--- src/rtl/carbon_csr_boot_seq.sv ---
// Boot sequencer: replays a CSR init table through a CSR master,
// optionally verifies each write, then releases the held cores.
module carbon_csr_boot_seq #(
  parameter int NUM_ENTRIES = 1,
  parameter int NUM_CORES = 1,
  parameter logic [NUM_ENTRIES*32-1:0] ENTRY_ADDR =
    {NUM_ENTRIES{32'h0}},
  parameter logic [NUM_ENTRIES*32-1:0] ENTRY_DATA =
    {NUM_ENTRIES{32'h4}},
  parameter int VERIFY = 0,
  parameter int TIMEOUT = 255,
  parameter logic [NUM_CORES-1:0] RELEASE_MASK = '1
) (
  input  logic                 clk,
  input  logic                 rst_n,
  output logic                 m_start,
  output logic                 m_write,
  output logic [31:0]          m_addr,
  output logic [31:0]          m_wdata,
  output logic [3:0]           m_wstrb,
  output logic [1:0]           m_priv,
  input  logic                 m_busy,
  input  logic                 m_done,
  input  logic                 m_fault,
  input  logic [31:0]          m_rdata,
  output logic [NUM_CORES-1:0] halt_req,
  output logic [NUM_CORES-1:0] run_req,
  output logic                 boot_done,
  output logic                 boot_fault,
  output logic [3:0]           fault_index,
  output logic [1:0]           fault_code
);

  typedef enum logic [3:0] {
    RST_WAIT, ISSUE, WAIT_W, ISSUE_R, WAIT_R,
    NEXT, RELEASE, DONE, FAULT
  } state_t;

  state_t      r_state;
  state_t      w_next;
  logic [3:0]  r_idx;
  logic [15:0] r_cnt;
  logic [1:0]  r_code;
  logic [1:0]  w_code;
  logic        w_last;
  logic        w_tmo;
  logic        w_wait;
  logic [31:0] w_data;

  logic [31:0] w_addr_tab [16];
  logic [31:0] w_data_tab [16];

  // Unpack the table; unused slots read as zero.
  for (genvar g = 0; g < 16; g++) begin : g_tab
    if (g < NUM_ENTRIES) begin : g_on
      assign w_addr_tab[g] = ENTRY_ADDR[g*32 +: 32];
      assign w_data_tab[g] = ENTRY_DATA[g*32 +: 32];
    end else begin : g_off
      assign w_addr_tab[g] = '0;
      assign w_data_tab[g] = '0;
    end
  end

  assign w_data  = w_data_tab[r_idx];
  assign m_addr  = w_addr_tab[r_idx];
  assign m_wdata = w_data;
  assign m_wstrb = 4'hF;
  assign m_priv  = 2'd1;

  assign w_last = (r_idx == 4'(NUM_ENTRIES - 1));
  assign w_tmo  = (r_cnt == 16'(TIMEOUT - 1));
  assign w_wait = (r_state == WAIT_W) ||
                  (r_state == WAIT_R);

  // State and fault-cause registers.
  always_ff @(posedge clk or negedge rst_n) begin
    if (!rst_n) begin
      r_state <= RST_WAIT;
      r_code  <= 2'd0;
    end else begin
      r_state <= w_next;
      r_code  <= w_code;
    end
  end

  // Entry index and per-request timeout counter.
  always_ff @(posedge clk or negedge rst_n) begin
    if (!rst_n) begin
      r_idx <= 4'd0;
      r_cnt <= 16'd0;
    end else begin
      if (r_state == NEXT && !w_last)
        r_idx <= r_idx + 4'd1;
      if (m_start)
        r_cnt <= 16'd0;
      else if (w_wait)
        r_cnt <= r_cnt + 16'd1;
    end
  end

  // Next state; m_done wins over a same-cycle timeout.
  always_comb begin
    w_next = r_state;
    w_code = r_code;
    unique case (r_state)
      RST_WAIT: w_next = ISSUE;
      ISSUE:    if (!m_busy) w_next = WAIT_W;
      ISSUE_R:  if (!m_busy) w_next = WAIT_R;
      WAIT_W: begin
        if (m_done) begin
          if (m_fault) begin
            w_next = FAULT;
            w_code = 2'd1;
          end else begin
            w_next = (VERIFY != 0) ? ISSUE_R : NEXT;
          end
        end else if (w_tmo) begin
          w_next = FAULT;
          w_code = 2'd2;
        end
      end
      WAIT_R: begin
        if (m_done) begin
          if (m_fault) begin
            w_next = FAULT;
            w_code = 2'd1;
          end else if (m_rdata != w_data) begin
            w_next = FAULT;
            w_code = 2'd3;
          end else begin
            w_next = NEXT;
          end
        end else if (w_tmo) begin
          w_next = FAULT;
          w_code = 2'd2;
        end
      end
      NEXT:    w_next = w_last ? RELEASE : ISSUE;
      RELEASE: w_next = DONE;
      DONE:    w_next = DONE;
      FAULT:   w_next = FAULT;
      default: w_next = RST_WAIT;
    endcase
  end

  // Outputs decoded from state.
  always_comb begin
    m_start     = 1'b0;
    m_write     = 1'b1;
    halt_req    = '1;
    run_req     = '0;
    boot_done   = 1'b0;
    boot_fault  = 1'b0;
    fault_index = 4'd0;
    fault_code  = r_code;
    unique case (r_state)
      ISSUE:   m_start = !m_busy;
      ISSUE_R: begin
        m_start = !m_busy;
        m_write = 1'b0;
      end
      WAIT_R:  m_write = 1'b0;
      RELEASE: begin
        halt_req  = ~RELEASE_MASK;
        run_req   = RELEASE_MASK;
        boot_done = 1'b1;
      end
      DONE: begin
        halt_req  = ~RELEASE_MASK;
        boot_done = 1'b1;
      end
      FAULT: begin
        boot_fault  = 1'b1;
        fault_index = r_idx;
      end
      default: ;
    endcase
  end

endmodule

--- config.mk ---
export PLATFORM = sky130hd
export DESIGN_NAME = carbon_csr_boot_seq
export DESIGN_NICKNAME = d
export VERILOG_FILES = /design/src/rtl/carbon_csr_boot_seq.sv
export SDC_FILE = /design/constraint.sdc
export NUM_CORES = 1
export LEC_CHECK = 0
export BUFFER_PORTS_ARGS = -buffer_cell sky130_fd_sc_hd__buf_4
export CAP_MARGIN = 5
export CORE_MARGIN = 10
export CORE_UTILIZATION = 32
export CTS_CLUSTER_DIAMETER = 150
export CTS_CLUSTER_SIZE = 20
export DETAILED_ROUTE_END_ITERATION = 12
export GPL_TIMING_DRIVEN = 0
export PLACE_DENSITY = 0.66
export SYNTH_ARGS = -nofsm -noshare
export SYNTH_HDL_FRONTEND = slang
export SYNTH_SLANG_ARGS = --single-unit
--- constraint.sdc ---
create_clock -name clk -period 2.6 [get_ports clk]
set_input_delay 0 -clock clk [delete_from_list [all_inputs] [get_ports clk]]
set_output_delay 0 -clock clk [all_outputs]
set_load 0.01 [all_outputs]
==> impl_metrics.csv <==
group,metric,value,unit
finish,finish.net_count,432,
yosys,synth_enable_flop_cells,0,
cts,cts_made_buffers,3,
timing,timing_max_transition_violations_final,0,
pwr,p_sw,0.000720,W
routing,dr_total_vias,2011,
place,detailed_place_hpwl,4910,um
finish,final_core_utilization,0.446,
cts,post_cts_resize_count,0,
critical_path,critical-path-top-cell-by-count,"sky130_fd_sc_hd__nor2_1",
yosys,synth_top_family_by_area,"buffers and inverters",
critical_path,worstPathArrival,2170,ps
yosys,post_synth_xor_area_fraction,0.0544,
finish,fillCellCount,706,
run_status,outcome,"completed",
pwr,p_leak,1.54,nW
timing,setup_viol,0,
floorplanning,initial_utilization,0.330,
grt,number_of_global_route_vias_before_repair,1991,
critical_path,critPathSlowestCell,"sky130_fd_sc_hd__clkbuf_1",
floorplanning,fp.dieH,104,um
flow_run,cap_viol_max_count,0,
cts,worstSkewPairLatency,280,ps
routing,wirelength,5820,um
cts,htree_levels,1,
yosys,synth_seq_cells,26,
yosys,synth.top_cell.area_share,0.289,
critical_path,cp_max_fo,10,
timing,layout_skew,6.01,ps
pwr,intPower,0.000991,W
timing,period_share,0.834,
critical_path,worst-endpoint-required,2600,ps
timing,final.min_clock_period,2170,ps
floorplanning,die-area,10800,um2
grt,global_route.overflow_total,0,
yosys,syn_area,2250,um2
min_path,timing.hold.worst_path_depth,3,
yosys,synth_compound_gate_area_share,0.0983,
routing,route.detailed.drc,0,
routing,wl_per_cell,12.0,um
critical_path,worst_setup_path_end_kind,"output pin",
yosys,count_of_synthesis_stage_warnings_from_yosys,0,
floorplanning,i_o_pins,119,
cts,cts_num_sinks,26,
grt,grt_antenna_before_repair,0,
grt,first_pass_grt_wire_length,9610,um
critical_path,worst-r2r-cell-count,7,
finish,antennaDiodeCount,0,
routing,avgViaCountPerCell,4.14,
yosys,post_synth_main_area_contributors,"sky130_fd_sc_hd__dfrtp_1 29%, sky130_fd_sc_hd__buf_4 23%, sky130_fd_sc_hd__nor4_1 3.6%, sky130_fd_sc_hd__xnor2_1 3.5%, sky130_fd_sc_hd__a21oi_1 3.3%",
yosys,ys_async_sr_fraction,1.00,
routing,detailedRoute.firstIterationViolations,61,
routing,detailedRoute.firstPassIterationCount,4,
cts,tritoncts,"built",
timing,timing.final.hold_violations,0,
cts,deepest_clock_path_buffer_count,2,
place,io_buf_count,48,
pwr,share_seq_of_total_power,0.307,
timing,finalHoldWorstSlack,70.7,ps
place,place.gp.congestion,0.780,
critical_path,worst-setup-path-type,"reg -> out",
floorplanning,design.core.area,6830,um2
cts,cell_chosen_for_the_clock_root,"sky130_fd_sc_hd__clkbuf_8",
finish,register_area,651,um2
critical_path,worstPathCellList,"buf_2 -> nor2_1 -> nand2_1 -> nor2_1 -> clkbuf_1 -> buf_4",
yosys,synth_sequential_area_ratio,0.289,
pwr,power_per_cell_area,561,nW/um2
pwr,power.combinational.fraction,0.535,
yosys,syn-mean-instance-area,8.34,um2
grt,gr_usage_total,0.103,
finish,area.growth.synth_to_final,35.4,%
yosys,synthMostInstantiatedCell,"sky130_fd_sc_hd__buf_4",
min_path,hp-class,"in -> reg",
pwr,power.switching_fraction,0.421,
timing,setup_repair_after_global_routing_missed_its_margin,"false",
yosys,synth_commonest_cells,"69 x sky130_fd_sc_hd__buf_4, 26 x sky130_fd_sc_hd__dfrtp_1, 19 x sky130_fd_sc_hd__nor2_1",
pwr,power.clock.fraction,0.158,
yosys,synth_cells,270,
cts,postCtsSetupBuffers,0,
timing,setup_total_negative_slack,0,ps
yosys,synth_top_area_cell,"sky130_fd_sc_hd__dfrtp_1",
routing,detail-route-antenna-nets,0,
cts,cts.clk_slew.worst_paths,100,ps
timing,fmax,0.461,GHz
yosys,synth.mux.area_fraction,0.0200,
floorplanning,overall_die_width,104,um
yosys,synth_simple_gate_area_frac,0.243,
pwr,vdd_drop_max,0.000334,V
yosys,ys_dominant_reg_cell,"sky130_fd_sc_hd__dfrtp_1",
critical_path,cp_slowest_stage_delay,390,ps
yosys,synth.lib_cells_used.distinct,48,
cts,holdBufCountCts,1,
floorplanning,num_rows,30,
yosys,synthesized_area_fraction_occupied_by_adder_cells,0.0222,
critical_path,timing.critical_path.from_type,"flip-flop",
grt,grt_start_max_net_pins,27,
finish,multi_input_comb_area,1250,um2
finish,post_route_cells_drive_above_1_share,0.336,
## final timing paths
check	startpoint	slack, ps	to
min in group asynchronous	rst_n	170	r_cnt[4]
min reg2reg	r_idx[3]	520	r_idx[3]
max	r_state[2]	430	m_start
min	m_fault	70	fault_code[0]
max in group asynchronous	rst_n	2170	r_cnt[13]
max reg2reg	r_idx[0]	450	fault_code[1]
## power by group through the flow
stage | combinational, W | clock [W] | sequential (W)
after CTS | 0.000912 | 0.000278 | 0.000526
after detailed placement | 0.000907 | 0 | 0.000535
after floorplan | 0.000656 | 0 | 0.000527
final | 0.000915 | 0.000271 | 0.000524
after global placement | 0.000894 | 0 | 0.000528
after global routing | 0.00102 | 0.000294 | 0.000536
## critical path: cells and delay by family (launching register included)
| family | cells | cell delay, ps |
|---|---|---|
| and+or+nand+nor | 3 | 770 |
| DFF | 1 | 360 |
| buffers and inverters | 3 | 750 |
## routing by layer
layer  global-route usage  routed length, um  vias to the layer above
met5                    0                  0                        -
met4               0.0119                 16                        0
met3               0.0688                846                        4
met1                0.112               2280                      880
met2                0.167               2670                       97
li1                     -                  -                     1030
## stage by stage
stage / area (um2) / std cells / setup slack (ps) / total power [W]
global route: 3050 / 486 / 177 / 0.00185
floorplan: 2500 / 337 / 748 / 0.00118
CTS: 3050 / 486 / 374 / 0.00172
global placement: 2980 / 481 / 518 / 0.00142
finish: 3050 / 486 / 433 / 0.00171
detailed placement: 2980 / 481 / 493 / 0.00144
## final cells by class
type / instances / area share
inverters: 11 / 0.0135
flip-flops and latches: 26 / 0.213
well taps: 96 / 0.0394
repair buffers: 49 / 0.121
plain buffers: 79 / 0.185
clock buffers: 4 / 0.0181
multi-input cells: 221 / 0.409
## placed cells by master (no fill, tap or decap), types with 3 or more instances in the layout
cell                       Yosys  final
sky130_fd_sc_hd__a21oi_1      15     15
sky130_fd_sc_hd__and2_1        3      3
sky130_fd_sc_hd__buf_4        69    117
sky130_fd_sc_hd__clkbuf_1      7      7
sky130_fd_sc_hd__clkbuf_8      0      4
sky130_fd_sc_hd__conb_1        2     69
sky130_fd_sc_hd__dfrtp_1      26     26
sky130_fd_sc_hd__ha_1          4      4
sky130_fd_sc_hd__inv_1         9      9
sky130_fd_sc_hd__nand2_1      16     16
sky130_fd_sc_hd__nand2b_1      5      5
sky130_fd_sc_hd__nand3_1       3      3
sky130_fd_sc_hd__nand4_1       8      8
sky130_fd_sc_hd__nor2_1       19     19
sky130_fd_sc_hd__nor3_1        4      4
sky130_fd_sc_hd__nor4_1       13     13
sky130_fd_sc_hd__nor4b_1       3      3
sky130_fd_sc_hd__o21ai_0       3      3
sky130_fd_sc_hd__o21ai_1       4      4
sky130_fd_sc_hd__o22ai_1       5      5
sky130_fd_sc_hd__o41ai_1       3      3
sky130_fd_sc_hd__or3_1         3      3
sky130_fd_sc_hd__xnor2_1       9      9
sky130_fd_sc_hd__xor2_1        5      5
## cell families (layout without fill, tap and decap cells)
logic type,after synthesis,in the layout
buf+inv,90,143
compound gates,37,37
other cells,2,69
mux,3,3
xor+xnor,14,14
flops,26,26
simple gates,94,94
fa+ha+maj,4,4
## flip-flops by register name, indices dropped and copies added, names as in the netlist
signal,cells
r_state,4
fault_code,2
r_idx,4
r_cnt,16
Power figures use the tool's default switching activity.
